File: src/rtl/alarm_zones_ctrl.sv
// rtl/alarm_zones_ctrl.sv - multi-zone intrusion alarm controller
// Exit/entry delays, timed siren, latched trip memory; all outputs registered.
module alarm_zones_ctrl #(
  parameter int N_ZONES    = 4,
  parameter int EXIT_DLY   = 16,
  parameter int ENTRY_DLY  = 8,
  parameter int SIREN_TIME = 32,
  parameter int CNT_W      = 8
) (
  input  logic               clk,
  input  logic               reset,
  input  logic               inArm,
  input  logic               inDisarm,
  input  logic [N_ZONES-1:0] inZone,
  input  logic [N_ZONES-1:0] inDelayed,
  input  logic [N_ZONES-1:0] inBypass,
  output logic [2:0]         state,
  output logic               armed,
  output logic               siren,
  output logic               beep,
  output logic               arm_fault,
  output logic [CNT_W-1:0]   countdown,
  output logic [N_ZONES-1:0] tripped
);

  typedef enum logic [2:0] {
    ST_DISARMED    = 3'd0,
    ST_EXIT_DELAY  = 3'd1,
    ST_ARMED       = 3'd2,
    ST_ENTRY_DELAY = 3'd3,
    ST_ALARM       = 3'd4
  } state_t;

  localparam logic [CNT_W-1:0] L_EXIT  = CNT_W'(EXIT_DLY - 1);
  localparam logic [CNT_W-1:0] L_ENTRY = CNT_W'(ENTRY_DLY - 1);
  localparam logic [CNT_W-1:0] L_SIREN = CNT_W'(SIREN_TIME - 1);

  state_t             r_state;
  logic [CNT_W-1:0]   r_cnt;
  logic [N_ZONES-1:0] r_trip;
  logic               r_fault;
  logic               r_armed;
  logic               r_siren;
  logic               r_beep;

  state_t             w_state_nxt;
  logic [CNT_W-1:0]   w_cnt_nxt;
  logic [CNT_W-1:0]   w_cnt_dec;
  logic [N_ZONES-1:0] w_trip_nxt;
  logic [N_ZONES-1:0] w_act;
  logic               w_fault_nxt;
  logic               w_inst;
  logic               w_dly;

  assign w_act  = inZone & ~inBypass;
  assign w_inst = |(w_act & ~inDelayed);
  assign w_dly  = |(w_act & inDelayed);
  // Saturating decrement: the timer must never wrap below zero.
  assign w_cnt_dec = (r_cnt != '0) ? r_cnt - 1'b1 : '0;

  always_comb begin
    w_state_nxt = r_state;
    w_cnt_nxt   = r_cnt;
    w_trip_nxt  = r_trip;
    w_fault_nxt = 1'b0;
    if (inDisarm) begin
      w_state_nxt = ST_DISARMED;
      w_cnt_nxt   = '0;
    end else begin
      case (r_state)
        ST_DISARMED: begin
          w_cnt_nxt = '0;
          if (inArm) begin
            if (w_act == '0) begin
              w_state_nxt = ST_EXIT_DELAY;
              w_cnt_nxt   = L_EXIT;
              w_trip_nxt  = '0;
            end else begin
              w_fault_nxt = 1'b1;
            end
          end
        end
        ST_EXIT_DELAY: begin
          if (r_cnt == '0) begin
            w_state_nxt = ST_ARMED;
            w_cnt_nxt   = '0;
          end else begin
            w_cnt_nxt = w_cnt_dec;
          end
        end
        ST_ARMED: begin
          w_trip_nxt = r_trip | w_act;
          w_cnt_nxt  = '0;
          if (w_inst) begin
            w_state_nxt = ST_ALARM;
            w_cnt_nxt   = L_SIREN;
          end else if (w_dly) begin
            w_state_nxt = ST_ENTRY_DELAY;
            w_cnt_nxt   = L_ENTRY;
          end
        end
        ST_ENTRY_DELAY: begin
          w_trip_nxt = r_trip | w_act;
          if (w_inst || (r_cnt == '0)) begin
            w_state_nxt = ST_ALARM;
            w_cnt_nxt   = L_SIREN;
          end else begin
            w_cnt_nxt = w_cnt_dec;
          end
        end
        ST_ALARM: begin
          w_trip_nxt = r_trip | w_act;
          if (r_cnt == '0) begin
            w_state_nxt = ST_ARMED;
            w_cnt_nxt   = '0;
          end else begin
            w_cnt_nxt = w_cnt_dec;
          end
        end
        default: begin
          w_state_nxt = ST_DISARMED;
          w_cnt_nxt   = '0;
        end
      endcase
    end
  end

  // Flag outputs are decoded from the next state so they line up with state.
  always_ff @(posedge clk or posedge reset) begin
    if (reset) begin
      r_state <= ST_DISARMED;
      r_cnt   <= '0;
      r_trip  <= '0;
      r_fault <= 1'b0;
      r_armed <= 1'b0;
      r_siren <= 1'b0;
      r_beep  <= 1'b0;
    end else begin
      r_state <= w_state_nxt;
      r_cnt   <= w_cnt_nxt;
      r_trip  <= w_trip_nxt;
      r_fault <= w_fault_nxt;
      r_armed <= (w_state_nxt == ST_ARMED) || (w_state_nxt == ST_ENTRY_DELAY) ||
                 (w_state_nxt == ST_ALARM);
      r_siren <= (w_state_nxt == ST_ALARM);
      r_beep  <= (w_state_nxt == ST_EXIT_DELAY) || (w_state_nxt == ST_ENTRY_DELAY);
    end
  end

  assign state     = r_state;
  assign armed     = r_armed;
  assign siren     = r_siren;
  assign beep      = r_beep;
  assign arm_fault = r_fault;
  assign countdown = r_cnt;
  assign tripped   = r_trip;

endmodule

File: config.mk
export PLATFORM = sky130hd
export DESIGN_NAME = alarm_zones_ctrl
export DESIGN_NICKNAME = d
export VERILOG_FILES = /design/src/rtl/alarm_zones_ctrl.sv
export SDC_FILE = /design/constraint.sdc
export NUM_CORES = 1
export LEC_CHECK = 0
export ABC_AREA = 1
export CAP_MARGIN = 5
export CORE_UTILIZATION = 30
export DETAILED_ROUTE_END_ITERATION = 7
export PLACE_DENSITY = 0.57
export SLEW_MARGIN = 5
export SYNTH_ARGS = -nofsm -noshare
export SYNTH_HDL_FRONTEND = slang
export SYNTH_SLANG_ARGS = --single-unit
File: constraint.sdc
create_clock -name clk -period 3.13 [get_ports clk]
set_input_delay 0.4695 -clock clk [delete_from_list [all_inputs] [get_ports clk]]
set_output_delay 0.4695 -clock clk [all_outputs]
set_load 0.03 [all_outputs]
## Word-level counts from Yosys, hierarchy flattened

Index checks and enable logic that the tools add are counted.

- Input bits: 16
- Output and inout port bits: 19
- Flip-flop bits (word level): 19

- Reduce and logical (&&, ||, !) cells: 14
- $add $sub $neg: 1
- Bitwise gates (word level): 7
- Muxes and demuxes: 24
- Equality and inequality tests: 10

Operators with widths:

| kind | count |
|---|---|
| $mux 8 | 4 |
| $pmux 8 s4 | 1 |
| $mux 3 | 8 |
| $mux 4 | 4 |
| $and 4x4->4 | 3 |
| $eq 3x2->1 const B | 4 |
| $pmux 3 s4 | 1 |
| $logic_not 8->1 | 1 |
| $not 4->4 | 2 |
| $pmux 4 s2 | 1 |
| $reduce_bool 8->1 | 1 |
| $reduce_or 4->1 | 2 |
| $sub 8x1->8 const B | 1 |
| $eq 3x1->1 const B | 2 |
| $eq 3x3->1 const B | 2 |
| $mux 5 | 1 |
| $logic_not 4->1 | 1 |
| $logic_or 1x1->1 | 4 |
| $mux 1 | 4 |
| $ne 2x2->1 const B | 2 |
| $or 4x4->4 | 1 |
| $reduce_and 4->1 | 1 |
| $logic_not 3->1 | 1 |
| $reduce_or 3->1 | 1 |
| other kinds (3) | 3 |

## Logic depth before layout (Yosys ltp)

Gate-level depths: netlist (run 1).

- Depth in word-level cells: 11
- Gate-level depth with buffers: 11
- Gate-level depth less buffers: 10

## Worst setup path before layout (run 1)

OpenSTA, ideal clock, no wires.

- Path kind: register to register
- Start point: register r_cnt[0] (netlist: countdown[0])
- End point: register r_beep (netlist: beep)
- Arrival: 1444 ps
- Cell stages (with the launch flop): 11
- Period minus slack after synthesis: 1565 ps
- Slack: 1565 ps
- Cell sequence: dfrtp_1 inv_1 ha_1 nand2_1 nor2_1 nand2_1 buf_4 nand3_2 nand2_1 o21ai_1 inv_1

- Cells in the longest elaborated chain, start to end: 7
- Elaborated cells between the ends (all ways): 9

RTL lines:

| item | line | RTL |
|---|---|---|
| start: declaration | 39 | `logic [CNT_W-1:0] r_cnt;` |
| start signal: assignment | 140 | `r_cnt <= w_cnt_nxt;` |
| $logic_not 8->1 (*) | 84, 104, 113 |  |
| $logic_or 1x1->1 | 104 | `if (w_inst \|\| (r_cnt == '0)) begin` |
| $mux 3 | 104 |  |
| $pmux 3 s4 (*) | 70 | `case (r_state)` |
| $mux 3 (*) | 66 | `if (inDisarm) begin` |
| $eq 3x1->1 / $eq 3x2->1 (equally long branches) | 146 | `r_beep <= (w_state_nxt == ST_EXIT_DELAY) \|\| (w_state_nxt == ST_ENTRY_DELAY);` |
| $logic_or 1x1->1 (*) | 146 |  |
| end signal: assignment | 146 |  |
| end: declaration | 44 | `logic r_beep;` |

Mark *: on every way between the ends. The rest lies on a longest branch, timed or not.
A chain may end at the register's enable or synchronous reset.

## Final worst setup path (run 1)

- Start point: register r_state[2] (netlist: state[2])
- End point: output port state[2]

RTL lines:

| item | line | RTL |
|---|---|---|
| start: declaration | 38 | `state_t r_state;` |
| start signal: assignment | 139 | `r_state <= w_state_nxt;` |
| end: declaration | 17 | `output logic [2:0] state,` |

No word-level cell between the ends.

==> impl_metrics.yaml, run 1 <==
critical_path:
  start_kind: "flip-flop"
  critPathMaxFanout: 7
  path_cells: "clkdlybuf4s50_1"
  critical_path_class: "reg -> out"
  cpPeakStageDelay_ns: 0.74
  critPathBufInv: 1
  crit_arrival_ns: 1.52
  required_ns: 2.66
  crit_family: "buffers and inverters"
  critPathSlowestCell: "clkdlybuf4s50_1"
  critPathCaptureType: "output port"
floorplan:
  start_util: 0.314
  ios: 35
  rows: 23
  die_width_um: 66.7
  die_height_um: 66.7
  core_um2: 4000
  die_area_um2: 4450
detailed_routing:
  first_pass_iters: 4
  drt_drc_violations_left: 0
  wl_um: 2720
  drt_iter0_drc: 40
  drt.antenna.violating_nets: 0
  vias_per_cell: 4.38
  vias: 1105
  wire_per_inst_um: 10.8
power_and_ir_drop:
  p_total_uw: 725
  vdd_drop_max_mv: 0.142
  p_seq_frac: 0.383
  pwr-share-clk: 0.244
  power.internal_uw: 462
  p_switching_uw: 263
  p_comb_frac: 0.372
  leakage_nw: 0.897
  netSwitchingFraction: 0.362
  power_density_nw_per_um2: 427
yosys:
  ys_warn_count: 0
  synthTopCellsByCount: "nand2_1 (34), inv_1 (27), nand3_1 (22)"
  synth_most_common_cell: "nand2_1"
  syn_avg_cell_area_um2: 7.62
  ys_seq_area_frac: 0.378
  synth_ff_type: "dfrtp_1"
  synth_seq_cells: 19
  synth.distinct_cells: 25
  synthCells: 165
  synth.net_count: 183
  synthArstFlopShare: 1.00
  synth_top_area_cell: "dfrtp_1"
  netlist_area_um2: 1260
  synth_area_leaders: "dfrtp_1 (38%), nand2_1 (10%), nand3_1 (8.8%), inv_1 (8.1%), nor2_1 (3.9%)"
  yosysTopAreaCellShare: 0.378
  synth_edf_count: 0
final_layout:
  multi_input_area_um2: 651
  stdcell_area_um2: 1700
  layout-drive-gt1-share: 0.158
  area_growth_pct: 35.0
  fillCellCount: 407
  layout.nets: 221
  antennaDiodeCount: 0
  seqCellArea_um2: 475
clock_tree:
  clock_sinks: 19
  clkTransAtPathRegs_ns: 0.07
  ctsResizeCount: 0
  postCtsHoldBufs: 0
  cts_made_buffers: 3
  clockBufferDepth: 2
  htreeDepth: 1
  clockRootBuffer: "clkbuf_8"
  clk-insertion-delay-late_ns: 0.26
  cts_tree: "built"
  post-cts-setup-buffers: 0
global_routing:
  antenna_found_initial: 0
  overflow: 0
  grt_max_degree: 20
  grt_usage: 0.145
  grt_first_pass_wirelength_um: 4750
  grt_pass1_vias: 1057
outcome:
  status: "completed"
min_path:
  hold_path_class: "reg -> reg"
sta:
  setup_viol: 0
  holdWs_ns: 0.553
  setup_total_negative_slack_ns: 0
  fin_crit_sh: 0.637
  fmax_mhz: 502
  setup_ws_ns: 1.14
  relSlewSlack: 0.532
  hold_viol: 0
  drv_slew: 0
  finalCriticalPeriod_ns: 1.99
  grt_setup_unrepaired: "false"
  finalClockSkew_ns: 0.00527
  tightestPinTransition_ns: 0.701
place:
  gp_congestion: 0.799
  pre_cts_slack_ns: 1.15
  io_buffers: 34
  hpwl_um: 2150
  dpl_cell_area_um2: 1650
run:
  drv_cap: 0
-- worst paths after layout --
check | endpoint | slack (ns) | depth (start not counted) | startpoint
max in group asynchronous | arm_fault$_DFF_PP0_ | 2.07 | 2 | reset
min | tripped[3]$_DFFE_PP0P_ | 0.55 | 2 | tripped[3]$_DFFE_PP0P_
max reg2reg | armed$_DFF_PP0_ | 1.46 | 10 | countdown[0]$_DFF_PP0_
max | state[2] | 1.14 | 1 | state[2]$_DFF_PP0_
min in group asynchronous | beep$_DFF_PP0_ | 0.61 | 2 | reset
min reg2reg | tripped[3]$_DFFE_PP0P_ | 0.55 | 2 | tripped[3]$_DFFE_PP0P_
-- worst register-to-register path: stages, from the launching register on --
cell and delay [ns]:
dfrtp_1 0.35, inv_1 0.10, ha_1 0.22, nand2_1 0.06, nor2_1 0.04, nand2_1 0.27, nand2_1 0.09, nand2_1 0.18
nand3_1 0.10, nand2_1 0.11, nand2_1 0.05
-- placed cells by master (no fill, tap or decap), drive strengths merged --
cell type and n:
xor2 5, o21ai 6, o21a 1, nand2 41
dfrtp 19, nand3 24, inv 33, clkbuf 4
clkdlybuf4s50 34, nor3 3, ha 2, and2 1
o21bai 1, nand3b 3, a21oi 4, nor2 19
nand4 2
-- power groups by stage --
stage,Clock (mW),Sequential (mW),Combinational (mW)
final,0.177,0.278,0.270
after global placement,0,0.283,0.272
after CTS,0.186,0.278,0.273
after global routing,0.193,0.281,0.301
after detailed placement,0,0.283,0.272
after floorplan,0,0.318,0.158
-- final cells by class --
| class | instances | share of cell area |
|---|---|---|
| sequential | 19 | 0.280 |
| multi-input combinational | 112 | 0.383 |
| timing repair buffer | 34 | 0.200 |
| inverter | 33 | 0.0730 |
| clock buffer | 4 | 0.0265 |
| tap | 50 | 0.0368 |
-- metrics by stage --
stage                      util  cells
after floorplan               -    165
after global routing      0.424    252
after detailed placement  0.413    248
after global placement    0.413    248
final                     0.424    252
after CTS                 0.424    252
-- flip-flops by register name, indices dropped and copies added, names as in the netlist --
register	count
siren	1
state	3
armed	1
arm_fault	1
tripped	4
countdown	8
beep	1
-- kinds of logic (layout without fill, tap and decap cells) --
group           Yosys count  in the layout  synth area share
simple gates             93             93             0.384
buf+inv                  34             71             0.104
flops                    19             19             0.378
compound gates           12             12            0.0786
xor+xnor                  5              5            0.0348
fa+ha+maj                 2              2            0.0199
-- layer usage --
metal,routed length [µm],global-route usage
met5,0,0
met4,70,0.0798
met1,1370,0.198
met2,1180,0.212
met3,105,0.0274
Power figures use the tool's default switching activity.
==> run 2, diff against run 1 <==
clock period = 1.9 ns   (was 3.13 ns; I/O delays follow)
==> run 2 against run 1 <==
Non-clock buffer count up 1. Clock skew about the same. Final cell count increased by 0.40%. Clock power rose by 64%. Power is 64% higher. Sequential power increased by 65%. Critical path depth stayed put. Combinational power rose by 64%.
==> impl_metrics.yaml, run 2 (synthesis results as in run 1) <==
outcome:
  status: "completed"
clock_tree:
  htreeDepth: 1
  clk-insertion-delay-late_ns: 0.26
  clockRootBuffer: "clkbuf_8"
  clkTransAtPathRegs_ns: 0.08
  clock_sinks: 19
  ctsResizeCount: 0
  cts_made_buffers: 3
  post-cts-setup-buffers: 0
  postCtsHoldBufs: 0
  cts_tree: "built"
  clockBufferDepth: 2
detailed_routing:
  drt_drc_violations_left: 0
  vias: 1103
  wire_per_inst_um: 10.5
  first_pass_iters: 4
  drt.antenna.violating_nets: 0
  drt_iter0_drc: 20
  vias_per_cell: 4.36
  wl_um: 2650
global_routing:
  grt_max_degree: 20
  overflow: 0
  grt_first_pass_wirelength_um: 4890
  grt_usage: 0.144
  antenna_found_initial: 0
  grt_pass1_vias: 1081
critical_path:
  path_cells: "clkdlybuf4s50_1"
  ff2ff_setup_slack_ns: 0.25
  cpPeakStageDelay_ns: 0.74
  crit_family: "buffers and inverters"
  critPathCaptureType: "output port"
  reg2reg_depth: 10
  critPathMaxFanout: 7
  worstSetupEndpoint: "state[2]"
  required_ns: 1.62
  crit_arrival_ns: 1.53
  critPathSlowestCell: "clkdlybuf4s50_1"
  reg2reg_to: "armed$_DFF_PP0_"
  critical_path_class: "reg -> out"
  reg2reg_from: "countdown[0]$_DFF_PP0_"
  start_kind: "flip-flop"
  crit_cells: 1
  critPathBufInv: 1
  crit_start: "state[2]$_DFF_PP0_"
floorplan:
  rows: 23
  die_width_um: 66.7
  ios: 35
  start_util: 0.314
  die_height_um: 66.7
  core_um2: 4000
  die_area_um2: 4450
final_layout:
  final_cell_mix: "nand2_1 (34), clkdlybuf4s50_1 (34), inv_1 (27)"
  fin_util: 0.427
  area_growth_pct: 35.7
  layout.nets: 222
  layout-drive-gt1-share: 0.167
  largest_reg_flops: 8
  fillCellCount: 418
  antennaDiodeCount: 0
  fin_cells: 253
sta:
  hold_viol: 0
  drv_slew: 0
  tightestPinTransition_ns: 0.339
  finalClockSkew_ns: 0.00565
  holdWs_ns: 0.336
  grt_setup_unrepaired: "false"
  fin_crit_sh: 0.956
  finalCriticalPeriod_ns: 1.82
  setup_viol: 0
  setup_total_negative_slack_ns: 0
  relSlewSlack: 0.773
  fmax_mhz: 550
place:
  io_buffers: 34
  placed_cells: 249
  gp_congestion: 0.799
  hpwl_um: 2160
power_and_ir_drop:
  vdd_drop_max_mv: 0.316
  power_density_nw_per_um2: 698
  leakage_nw: 0.904
run:
  drv_cap: 0
min_path:
  hold_path_class: "in -> async"
run 2: changes by cell type in the layout (fill, tap and decap cells not counted):
| cell | before | now |
|---|---|---|
| buf_4 | 0 | 1 |
| clkbuf_1 | 1 | 0 |
| clkinv_2 | 0 | 1 |
run 2: power breakdown:
part	leakage (nW)	total [mW]	switching (mW)	internal [mW]
clock network	0.0255	0.290	0.144	0.146
registers	0.262	0.458	0.0245	0.433
logic	0.617	0.444	0.264	0.180
total	0.904	1.19	0.433	0.759
run 2: how the worst min path moves through the flow:
| stage | to | slack, ns | cells past startpoint |
|---|---|---|---|
| floorplan | arm_fault$_DFF_PP0_ | 0.24 | 1 |
| global placement | tripped[3]$_DFFE_PP0P_ | 0.53 | 2 |
| detailed placement | tripped[0]$_DFFE_PP0P_ | 0.55 | 2 |
| CTS | countdown[5]$_DFF_PP0_ | 0.35 | 3 |
| global route | countdown[5]$_DFF_PP0_ | 0.41 | 3 |
| finish | beep$_DFF_PP0_ | 0.34 | 3 |
run 2: stage by stage:
stage	cell area [µm²]	setup slack (ns)	power, mW
after floorplan	1260	0.335	0.783
after global placement	1660	0.130	0.916
after detailed placement	1660	0.115	0.914
after CTS	1710	0.0844	1.21
after global routing	1710	0.00398	1.28
final	1710	0.0827	1.19
run 2: cell type report:
class / count / area (µm²) / area share
inverters: 33 / 124 / 0.0726
flip-flops and latches: 19 / 475 / 0.279
repair buffers: 35 / 348 / 0.204
multi-input cells: 112 / 651 / 0.381
clock inverters: 1 / 5.00 / 0.00293
clock buffers: 3 / 41.3 / 0.0242
well taps: 50 / 62.6 / 0.0367
run 2: metal layers:
| metal | part of all wire | up-vias | global-route usage |
|---|---|---|---|
| met4 | 0.022 | 0 | 0.0638 |
| li1 | - | 590 | - |
| met3 | 0.034 | 5 | 0.0240 |
| met5 | 0 | - | 0 |
| met1 | 0.52 | 489 | 0.200 |
| met2 | 0.43 | 19 | 0.216 |
run 2: worst register-to-register path: stages (launching register included):
cell and delay, ns:
dfrtp_1 0.35, inv_1 0.09, ha_1 0.21, nand2_1 0.06, nor2_1 0.04, nand2_1 0.27
nand2_1 0.09, nand2_1 0.16, nand3_1 0.09, nand2_1 0.11, nand2_1 0.06
==> run 3, diff against run 2 <==
CORE_UTILIZATION = 47   (was 30)
PLACE_DENSITY = 0.82   (was 0.57)
==> run 3 against run 2 <==
Sequential power about the same. Hold slack got worse by 0.053 ns. Non-clock buffer count unchanged. First-iteration DRC count decreased by 25%. Clock skew decreased by 0.00098 ns. Power decreased by 5.4%. Die area decreased by 35%. Final cell count decreased by 7.9%. Routed wire length increased by 1.4%. Register-to-register slack got worse by 0.04 ns. Worst setup slack about the same.
==> impl_metrics.yaml, run 3 (synthesis results as in run 1) <==
outcome:
  status: "completed"
power_and_ir_drop:
  p_switching_uw: 436
  power_density_nw_per_um2: 677
  power.internal_uw: 692
  p_seq_frac: 0.405
  pwr-share-clk: 0.191
  leakage_nw: 0.915
  p_comb_frac: 0.404
  netSwitchingFraction: 0.386
  vdd_drop_max_mv: 0.664
sta:
  finalCriticalPeriod_ns: 1.82
  fmax_mhz: 550
  grt_setup_unrepaired: "false"
  holdWs_ns: 0.283
  setup_total_negative_slack_ns: 0
  drv_slew: 0
  relSlewSlack: 0.758
  setup_ws_ns: 0.0824
  setup_viol: 0
  fin_crit_sh: 0.957
  hold_viol: 0
  finalClockSkew_ns: 0.00467
  tightestPinTransition_ns: 0.363
critical_path:
  path_cells: "clkdlybuf4s50_1"
  worstSetupEndpoint: "state[0]"
  critPathCaptureType: "output port"
  critPathBufInv: 1
  critPathSlowestCell: "clkdlybuf4s50_1"
  crit_arrival_ns: 1.53
  critical_path_class: "reg -> out"
  reg2reg_from: "countdown[0]$_DFF_PP0_"
  ff2ff_setup_slack_ns: 0.21
  reg2reg_to: "state[0]$_DFF_PP0_"
  crit_start: "state[0]$_DFF_PP0_"
  reg2reg_depth: 9
  crit_family: "buffers and inverters"
  crit_cells: 1
  critPathMaxFanout: 6
  start_kind: "flip-flop"
  required_ns: 1.62
  cpPeakStageDelay_ns: 0.73
floorplan:
  start_util: 0.503
  die_area_um2: 2890
  die_height_um: 53.7
  rows: 18
  ios: 35
  die_width_um: 53.7
  core_um2: 2500
final_layout:
  layout.nets: 222
  final_cell_mix: "nand2_1 (34), clkdlybuf4s50_1 (33), inv_1 (27)"
  antennaDiodeCount: 0
  layout-drive-gt1-share: 0.167
  largest_reg_flops: 8
  area_growth_pct: 32.4
  final_common_cell: "nand2_1"
  fillCellCount: 216
  multi_input_area_um2: 651
  seqCellArea_um2: 475
  stdcell_area_um2: 1670
place:
  gp_congestion: 0.836
  hpwl_um: 2210
  pre_cts_slack_ns: 0.124
  dpl_cell_area_um2: 1640
  io_buffers: 34
detailed_routing:
  vias_per_cell: 4.93
  first_pass_iters: 4
  wl_um: 2690
  drt.antenna.violating_nets: 0
  wire_per_inst_um: 11.5
  drt_iter0_drc: 15
  drt_drc_violations_left: 0
  vias: 1149
clock_tree:
  clock_sinks: 19
  htreeDepth: 1
  clk-insertion-delay-late_ns: 0.31
  clockRootBuffer: "clkbuf_4"
  post-cts-setup-buffers: 0
  ctsResizeCount: 0
  clkTransAtPathRegs_ns: 0.11
  postCtsHoldBufs: 0
  cts_made_buffers: 3
  cts_tree: "built"
  clockBufferDepth: 2
global_routing:
  grt_max_degree: 20
  grt_usage: 0.221
  grt_pass1_vias: 1099
  grt_first_pass_wirelength_um: 4570
  antenna_found_initial: 0
  overflow: 0
min_path:
  hold_path_class: "in -> async"
run:
  drv_cap: 0
-- run 3: power by group through the flow --
stage	clock network, mW	registers (mW)	logic, mW
after CTS	0.225	0.457	0.456
after floorplan	0	0.523	0.260
final	0.215	0.457	0.455
after global routing	0.237	0.461	0.502
after detailed placement	0	0.465	0.454
after global placement	0	0.464	0.444
-- run 3: worst min path at each step --
stage / startpoint / endpoint / slack [ns] / cells after the start
5_1_grt: reset / siren$_DFF_PP0_ / 0.31 / 3
2_1_floorplan: reset / arm_fault$_DFF_PP0_ / 0.24 / 1
3_5_place_dp: tripped[0]$_DFFE_PP0P_ / tripped[0]$_DFFE_PP0P_ / 0.55 / 2
4_1_cts: reset / beep$_DFF_PP0_ / 0.28 / 3
6_report: reset / countdown[7]$_DFF_PP0_ / 0.28 / 3
3_3_place_gp: tripped[2]$_DFFE_PP0P_ / tripped[2]$_DFFE_PP0P_ / 0.53 / 2
-- run 3: metrics by stage --
| stage | power, mW | cells | utilization |
|---|---|---|---|
| floorplan | 0.783 | 165 | - |
| global placement | 0.908 | 229 | 0.654 |
| detailed placement | 0.919 | 229 | 0.654 |
| CTS | 1.14 | 233 | 0.665 |
| global route | 1.20 | 233 | 0.666 |
| finish | 1.13 | 233 | 0.666 |
-- run 3: per-layer routing --
metal  vias to the layer above  global-route usage  share of wire
met3                         2              0.0339          0.025
li1                        590                   -              -
met4                         0               0.101          0.014
met5                         -                   0              0
met1                       537               0.289           0.47
met2                        20               0.356           0.49
-- run 3: final cells by class --
class                      count  share of cell area
clock buffer                   3              0.0135
clock inverter                 1             0.00301
inverter                      33              0.0744
multi-input combinational    112               0.391
sequential                    19               0.285
tap                           30              0.0225
timing repair buffer          35               0.210
